## src/rtl/gb_oam_scan.sv

```systemverilog
// -----------------------------------------------------------------------------
// gb_oam_scan -- PPU Mode 2 OAM search engine (reader side of OAM/DMA block)
//
// Walks all NUM_OBJECTS OAM entries (2 dots each: FETCH then EVAL), compares
// each object's Y against the scanline latched at scan_start and stores up to
// MAX_SPRITES matching objects, in OAM order, into a line sprite buffer that
// the Mode 3 pixel fetcher reads combinationally.
//
// Ports:
//   clk              PPU dot clock, rising edge
//   reset            asynchronous active-low reset
//   scan_start       one-dot pulse starting (or restarting) the line scan
//   ly_i             current scanline, latched at scan_start
//   obj_tall_i       LCDC.2 (1 = 8x16 objects), latched at scan_start
//   dma_active_i     OAM DMA in progress
//   index_ppu_o      object index driven to OAM
//   obj_i            object returned by OAM for index_ppu_o (combinational)
//   scan_active_o    high during FETCH/EVAL (80 dots)
//   scan_done_o      one-dot pulse in DONE
//   sprite_count_o   number of objects latched (0..MAX_SPRITES)
//   buf_index_i      sprite buffer read select
//   buf_obj_o        buffer entry at buf_index_i (0 when invalid)
//   buf_oam_index_o  OAM index of that entry (0 when invalid)
//   buf_valid_o      buf_index_i < sprite_count_o
//
// Build option:
//   OAM_SCAN_DMA_BLOCK_EN -- when defined, an object whose EVAL dot sees
//   dma_active_i = 1 is forced non-matching. When undefined, dma_active_i is
//   ignored.
// -----------------------------------------------------------------------------
package gb_oam_pkg;
  typedef struct packed {
    logic [7:0] y_position;
    logic [7:0] x_position;
    logic [7:0] tile_index;
    logic [7:0] attributes;
  } oam_obj_t;
endpackage

module gb_oam_scan
  import gb_oam_pkg::*;
#(
  parameter int NUM_OBJECTS = 40,
  parameter int MAX_SPRITES = 10
) (
  input  logic       clk,
  input  logic       reset,
  input  logic       scan_start,
  input  logic [7:0] ly_i,
  input  logic       obj_tall_i,
  input  logic       dma_active_i,
  output logic [6:0] index_ppu_o,
  input  oam_obj_t   obj_i,
  output logic       scan_active_o,
  output logic       scan_done_o,
  output logic [3:0] sprite_count_o,
  input  logic [3:0] buf_index_i,
  output oam_obj_t   buf_obj_o,
  output logic [5:0] buf_oam_index_o,
  output logic       buf_valid_o
);

  localparam logic [5:0] LAST_OBJ = 6'(NUM_OBJECTS - 1);
  localparam logic [3:0] MAX_CNT  = 4'(MAX_SPRITES);

  typedef enum logic [1:0] {
    ST_IDLE  = 2'd0,
    ST_FETCH = 2'd1,
    ST_EVAL  = 2'd2,
    ST_DONE  = 2'd3
  } state_t;

  state_t     state_q, state_d;
  logic [5:0] counter_q, counter_d;
  logic [3:0] count_q, count_d;
  logic       tall_q, tall_d;
  logic [7:0] line_q, line_d;
  oam_obj_t   buf_obj_q [MAX_SPRITES];
  oam_obj_t   buf_obj_d [MAX_SPRITES];
  logic [5:0] buf_idx_q [MAX_SPRITES];
  logic [5:0] buf_idx_d [MAX_SPRITES];

  logic       dma_block_s;
  logic [8:0] diff_s;
  logic [8:0] height_s;
  logic       match_s;
  logic       store_s;
  logic       rd_valid_s;
  oam_obj_t   rd_obj_s;
  logic [5:0] rd_idx_s;

`ifdef OAM_SCAN_DMA_BLOCK_EN
  assign dma_block_s = dma_active_i;
`else
  assign dma_block_s = dma_active_i & 1'b0;
`endif

  // Y match: 9-bit wrapping distance from the object's top row (Y is offset
  // by 16) to the latched line. Y = 0 or Y >= 160 can never land below height.
  always_comb begin
    diff_s   = {1'b0, line_q} + 9'd16 - {1'b0, obj_i.y_position};
    height_s = tall_q ? 9'd16 : 9'd8;
    match_s  = (diff_s < height_s) && !dma_block_s;
    store_s  = (state_q == ST_EVAL) && match_s && (count_q < MAX_CNT);
  end

  // Next-state and buffer-write logic; scan_start overrides everything so a
  // mid-scan pulse restarts cleanly.
  always_comb begin
    state_d   = state_q;
    counter_d = counter_q;
    count_d   = count_q;
    tall_d    = tall_q;
    line_d    = line_q;
    for (int i = 0; i < MAX_SPRITES; i++) begin
      if (store_s && (count_q == 4'(i))) begin
        buf_obj_d[i] = obj_i;
        buf_idx_d[i] = counter_q;
      end else begin
        buf_obj_d[i] = buf_obj_q[i];
        buf_idx_d[i] = buf_idx_q[i];
      end
    end

    if (scan_start) begin
      state_d   = ST_FETCH;
      counter_d = 6'd0;
      count_d   = 4'd0;
      tall_d    = obj_tall_i;
      line_d    = ly_i;
    end else begin
      case (state_q)
        ST_IDLE: begin
          state_d = ST_IDLE;
        end
        ST_FETCH: begin
          state_d = ST_EVAL;
        end
        ST_EVAL: begin
          if (store_s) begin
            count_d = count_q + 4'd1;
          end else begin
            count_d = count_q;
          end
          if (counter_q == LAST_OBJ) begin
            state_d   = ST_DONE;
            counter_d = 6'd0;
          end else begin
            state_d   = ST_FETCH;
            counter_d = counter_q + 6'd1;
          end
        end
        ST_DONE: begin
          state_d   = ST_IDLE;
          counter_d = 6'd0;
        end
        default: begin
          state_d   = ST_IDLE;
          counter_d = 6'd0;
        end
      endcase
    end
  end

  // State, scan context and sprite buffer registers.
  always_ff @(posedge clk or negedge reset) begin
    if (!reset) begin
      state_q   <= ST_IDLE;
      counter_q <= 6'd0;
      count_q   <= 4'd0;
      tall_q    <= 1'b0;
      line_q    <= 8'd0;
      for (int i = 0; i < MAX_SPRITES; i++) begin
        buf_obj_q[i] <= '0;
        buf_idx_q[i] <= 6'd0;
      end
    end else begin
      state_q   <= state_d;
      counter_q <= counter_d;
      count_q   <= count_d;
      tall_q    <= tall_d;
      line_q    <= line_d;
      for (int i = 0; i < MAX_SPRITES; i++) begin
        buf_obj_q[i] <= buf_obj_d[i];
        buf_idx_q[i] <= buf_idx_d[i];
      end
    end
  end

  // Buffer read mux: entries at or beyond the live count read as zero.
  always_comb begin
    rd_valid_s = (buf_index_i < count_q);
    rd_obj_s   = '0;
    rd_idx_s   = 6'd0;
    for (int i = 0; i < MAX_SPRITES; i++) begin
      rd_obj_s = rd_obj_s |
                 ((rd_valid_s && (buf_index_i == 4'(i))) ? buf_obj_q[i] : '0);
      rd_idx_s = rd_idx_s |
                 ((rd_valid_s && (buf_index_i == 4'(i))) ? buf_idx_q[i] : 6'd0);
    end
  end

  assign index_ppu_o     = {1'b0, counter_q};
  assign scan_active_o   = (state_q == ST_FETCH) || (state_q == ST_EVAL);
  assign scan_done_o     = (state_q == ST_DONE);
  assign sprite_count_o  = count_q;
  assign buf_valid_o     = rd_valid_s;
  assign buf_obj_o       = rd_obj_s;
  assign buf_oam_index_o = rd_idx_s;

endmodule
```

## config.mk

```make
export PLATFORM = sky130hd
export DESIGN_NAME = gb_oam_scan
export DESIGN_NICKNAME = d
export VERILOG_FILES = /design/src/rtl/gb_oam_scan.sv
export SDC_FILE = /design/constraint.sdc
export NUM_CORES = 1
export LEC_CHECK = 0
export ABC_AREA = 1
export ABC_CLOCK_PERIOD_IN_PS = 2800
export CORE_MARGIN = 2
export CORE_UTILIZATION = 35
export DETAILED_ROUTE_END_ITERATION = 7
export PLACE_DENSITY_LB_ADDON = 0.25
export RECOVER_POWER = 100
export SLEW_MARGIN = 20
export SYNTH_ARGS = -nofsm -noshare
export SYNTH_HDL_FRONTEND = slang
export SYNTH_SLANG_ARGS = --single-unit
```

## constraint.sdc

```tcl
create_clock -name clk -period 2.8 [get_ports clk]
set_input_delay 0.42 -clock clk [delete_from_list [all_inputs] [get_ports clk]]
set_output_delay 0.42 -clock clk [all_outputs]
set_load 0.02 [all_outputs]
```

==> metrics.yaml <==
global_routing:
  grt_overflow: 0
  grt_max_degree: 79
  grt_pass1_vias: 20000
  grt_antenna_before_repair: 2
  grt_pass1_wl_um: 124000
  grt_usage: 0.258
clock_network:
  cts_root_buf: "clkbuf_16"
  clk_latency_ns: 0.60
  cts_sinks: 401
  htreeDepth: 2
  cts_buffers: 45
  cts_buffer_depth: 3
  clkTransAtPathRegs_ns: 0.06
  cts_tree: "done"
layout:
  drive_gt1_frac: 0.249
  nFillCells: 5472
  nNetsFinal: 2940
  post-route-util: 0.487
  area_growth_pct: 37.2
  layout.cells.non_filler: 3672
drt:
  drtPass1Iterations: 7
  wl_um: 86400
  avgViaCountPerCell: 5.81
  ant_nets: 0
  routedWlPerCell_um: 23.5
  drtIter0Drc: 2310
  vias: 21300
  drc_errors: 0
placed_design:
  dp_slack_ns: -0.864
  placedCellCount: 3495
  port-buffer-count: 98
  routabilityCongestion: 0.845
  hpwl_um: 46200
logic_synthesis:
  synthTopCellsByCount: "nand2_1, dfrtp_1, nand4_1"
  synth_top_area_cell: "dfrtp_1"
  syn_nets: 2775
  synth_top_area_share: 0.478
  yosysWarnings: 0
  synth-seq-cells: 401
  post-synth-top-count-cell: "nand2_1"
  ys.flop_type: "dfrtp_1"
  syn-cell-area_mm2: 0.0210
  async_reset_ff_frac: 1.00
  synthCells: 2702
  synthDistinctLibCells: 33
  seq_area_frac_synth: 0.478
  synth_edf_count: 0
  synthTopCellsByArea: "dfrtp_1, nand2_1, nand4_1, nand3_1, clkbuf_1"
  postSynthAreaPerCell_um2: 7.77
sta:
  setup_viol: 422
  relSlewSlack: -0.103
  finalHoldViolCount: 0
  fin_crit_sh: 1.14
  holdWs_ns: 0.375
  layout_setup_ws_ns: -0.390
  fin_worst_skew_ns: 0.0235
  max_freq_mhz: 313
  worstMarginPinSlew_ns: 1.65
  final.min_clock_period_ns: 3.19
  rsz0062_at_grt: "yes"
  slew_viol_final: 58
floorplanning:
  initial_core_util: 0.355
  die_area_mm2: 0.0619
  die_x_um: 249
  core_mm2: 0.0591
  rows: 89
  io_pins: 101
  dieHeight_um: 249
power_and_ir_drop:
  p_per_area_mw_per_mm2: 506
  p_int_mw: 10.5
  seq_power_share: 0.415
  combPwrFrac: 0.148
  peakVddDrop_mv: 0.412
  power_frac_clock: 0.437
  leakage_nw: 14.6
  p_sw_mw: 4.02
  swShare: 0.276
status:
  status: "complete, but fails checks"
  failed_checks: "max-capacitance violations, max-slew violations, negative setup slack"
setup_path:
  path_class: "flip-flop to output port"
  cp_max_fo: 11
  worst_ep_required_time_ns: 2.38
  critPathArrivalTime_ns: 2.77
  worst_setup_path_end_kind: "output port"
  startpoint_type: "flip-flop"
hold_path:
  hold_class: "input pin to flip-flop"
flow_run:
  maxCapViolCount: 1
==> power by group through the flow <==
| stage | logic (mW) | clock network (mW) | registers (mW) |
|---|---|---|---|
| 4_1_cts | 2.07 | 6.42 | 6.04 |
| 3_5_place_dp | 1.92 | 0 | 6.14 |
| 6_report | 2.16 | 6.36 | 6.05 |
| 2_1_floorplan | 1.08 | 0 | 6.12 |
| 5_1_grt | 2.30 | 6.67 | 6.06 |
| 3_3_place_gp | 1.90 | 0 | 6.14 |
==> cell type report <==
| type | count | area (µm²) | share of cell area |
|---|---|---|---|
| diodes | 1 | 2.50 | 0.0000869 |
| clock buffers | 61 | 1270 | 0.0440 |
| clock inverters | 17 | 272 | 0.00943 |
| inverters | 70 | 270 | 0.00939 |
| multi-input cells | 1960 | 10700 | 0.370 |
| flip-flops and latches | 401 | 10000 | 0.349 |
| well taps | 773 | 967 | 0.0336 |
| repair buffers | 389 | 5330 | 0.185 |
==> through the flow <==
step	area [µm²]	power, mW	TNS (ns)
final	28800	14.6	-68.88
after floorplan	21100	7.20	0
after global routing	28800	15.0	-131.51
after detailed placement	24200	8.07	-242.63
after CTS	27200	14.5	-59.07
after global placement	24200	8.04	-238.18
==> path summary, 6_finish.rpt <==
check | endpoint | depth (start not counted) | from | slack, ns
setup / recovery | buf_obj_o[20] | 14 | sprite_count_o[3]$_DFFE_PN0P_ | -0.39
hold / removal | line_q[6]$_DFFE_PN0P_ | 3 | ly_i[6] | 0.38
setup reg to reg | buf_obj_q[156]$_DFFE_PN0P_ | 18 | line_q[2]$_DFFE_PN0P_ | -0.29
hold reg to reg | buf_obj_q[182]$_DFFE_PN0P_ | 2 | buf_obj_q[182]$_DFFE_PN0P_ | 0.47
max in group asynchronous | buf_obj_q[134]$_DFFE_PN0P_ | 3 | reset | 0.25
min in group asynchronous | line_q[3]$_DFFE_PN0P_ | 2 | reset | 0.79
==> cells by family after synthesis <==
logic type / Yosys count / synth area share
flip-flops: 401 / 0.478
AO/OA/AOI/OAI: 28 / 0.00817
AND/OR/NAND/NOR: 1904 / 0.414
adder cells (fa/ha/maj): 24 / 0.0143
other: 1 / 0.000179
buffers and inverters: 341 / 0.0843
XOR/XNOR: 3 / 0.00125
==> what timing repair did <==
| action | in CTS | in global routing |
|---|---|---|
| pin swaps | 43 | 60 |
| buffers inserted | 37 | 29 |
| hold buffers | 1 | 0 |
| resized for setup | 375 | 320 |
| endpoints found under the hold margin | 50 | 0 |
| cloned | 17 | 22 |
| endpoints found under the setup margin | 60 | 423 |
==> metal layers <==
| metal | global-route usage | vias to the layer above | share of wire |
|---|---|---|---|
| met5 | 0 | - | 0.00015 |
| met4 | 0.0857 | 2 | 0.040 |
| met3 | 0.0469 | 236 | 0.097 |
| met2 | 0.408 | 1149 | 0.46 |
| met1 | 0.355 | 10500 | 0.41 |
| li1 | - | 9431 | - |
==> sequential cells by signal, indices dropped and copies added, names as in the netlist <==
| signal | cells |
|---|---|
| buf_idx_q | 60 |
| line_q | 8 |
| tall_q | 1 |
| counter_q | 6 |
| buf_obj_q | 320 |
| state_q | 2 |
| sprite_count_o | 4 |
==> cell usage in the layout (no fill, tap or decap), types with 3 or more instances in the layout <==
cell and count:
nand2_4 60, clkbuf_2 3, buf_4 103, dlygate4sd3_1 14
clkdlybuf4s50_1 45, inv_1 65, nand2_1 822, clkbuf_1 9
nand2_2 158, buf_16 20, clkinv_2 7, nand3_4 11
a21oi_1 12, ha_4 6, inv_2 4, inv_6 3
nor3_4 3, buf_6 78, buf_12 93, clkbuf_16 63
o21ai_0 7, nor2_1 70, nand3_2 30, nor2_4 26
clkbuf_8 8, nand3_1 275, nand4_1 385, buf_8 9
bufinv_16 7, nor2_2 15, and3_1 44, ha_1 17
dfrtp_1 401
==> worst max-delay path, stage by stage (launching register included) <==
cell and delay (ns):
dfrtp_1 0.38, inv_2 0.09, ha_4 0.22, a21oi_4 0.17, nand2_4 0.12, buf_6 0.15, nor3_4 0.20, buf_12 0.21
buf_12 0.13, buf_12 0.11, nand2_1 0.05, nand2_1 0.05, nor2_1 0.04, nand3_1 0.13, buf_6 0.14
Power figures use the tool's default switching activity.
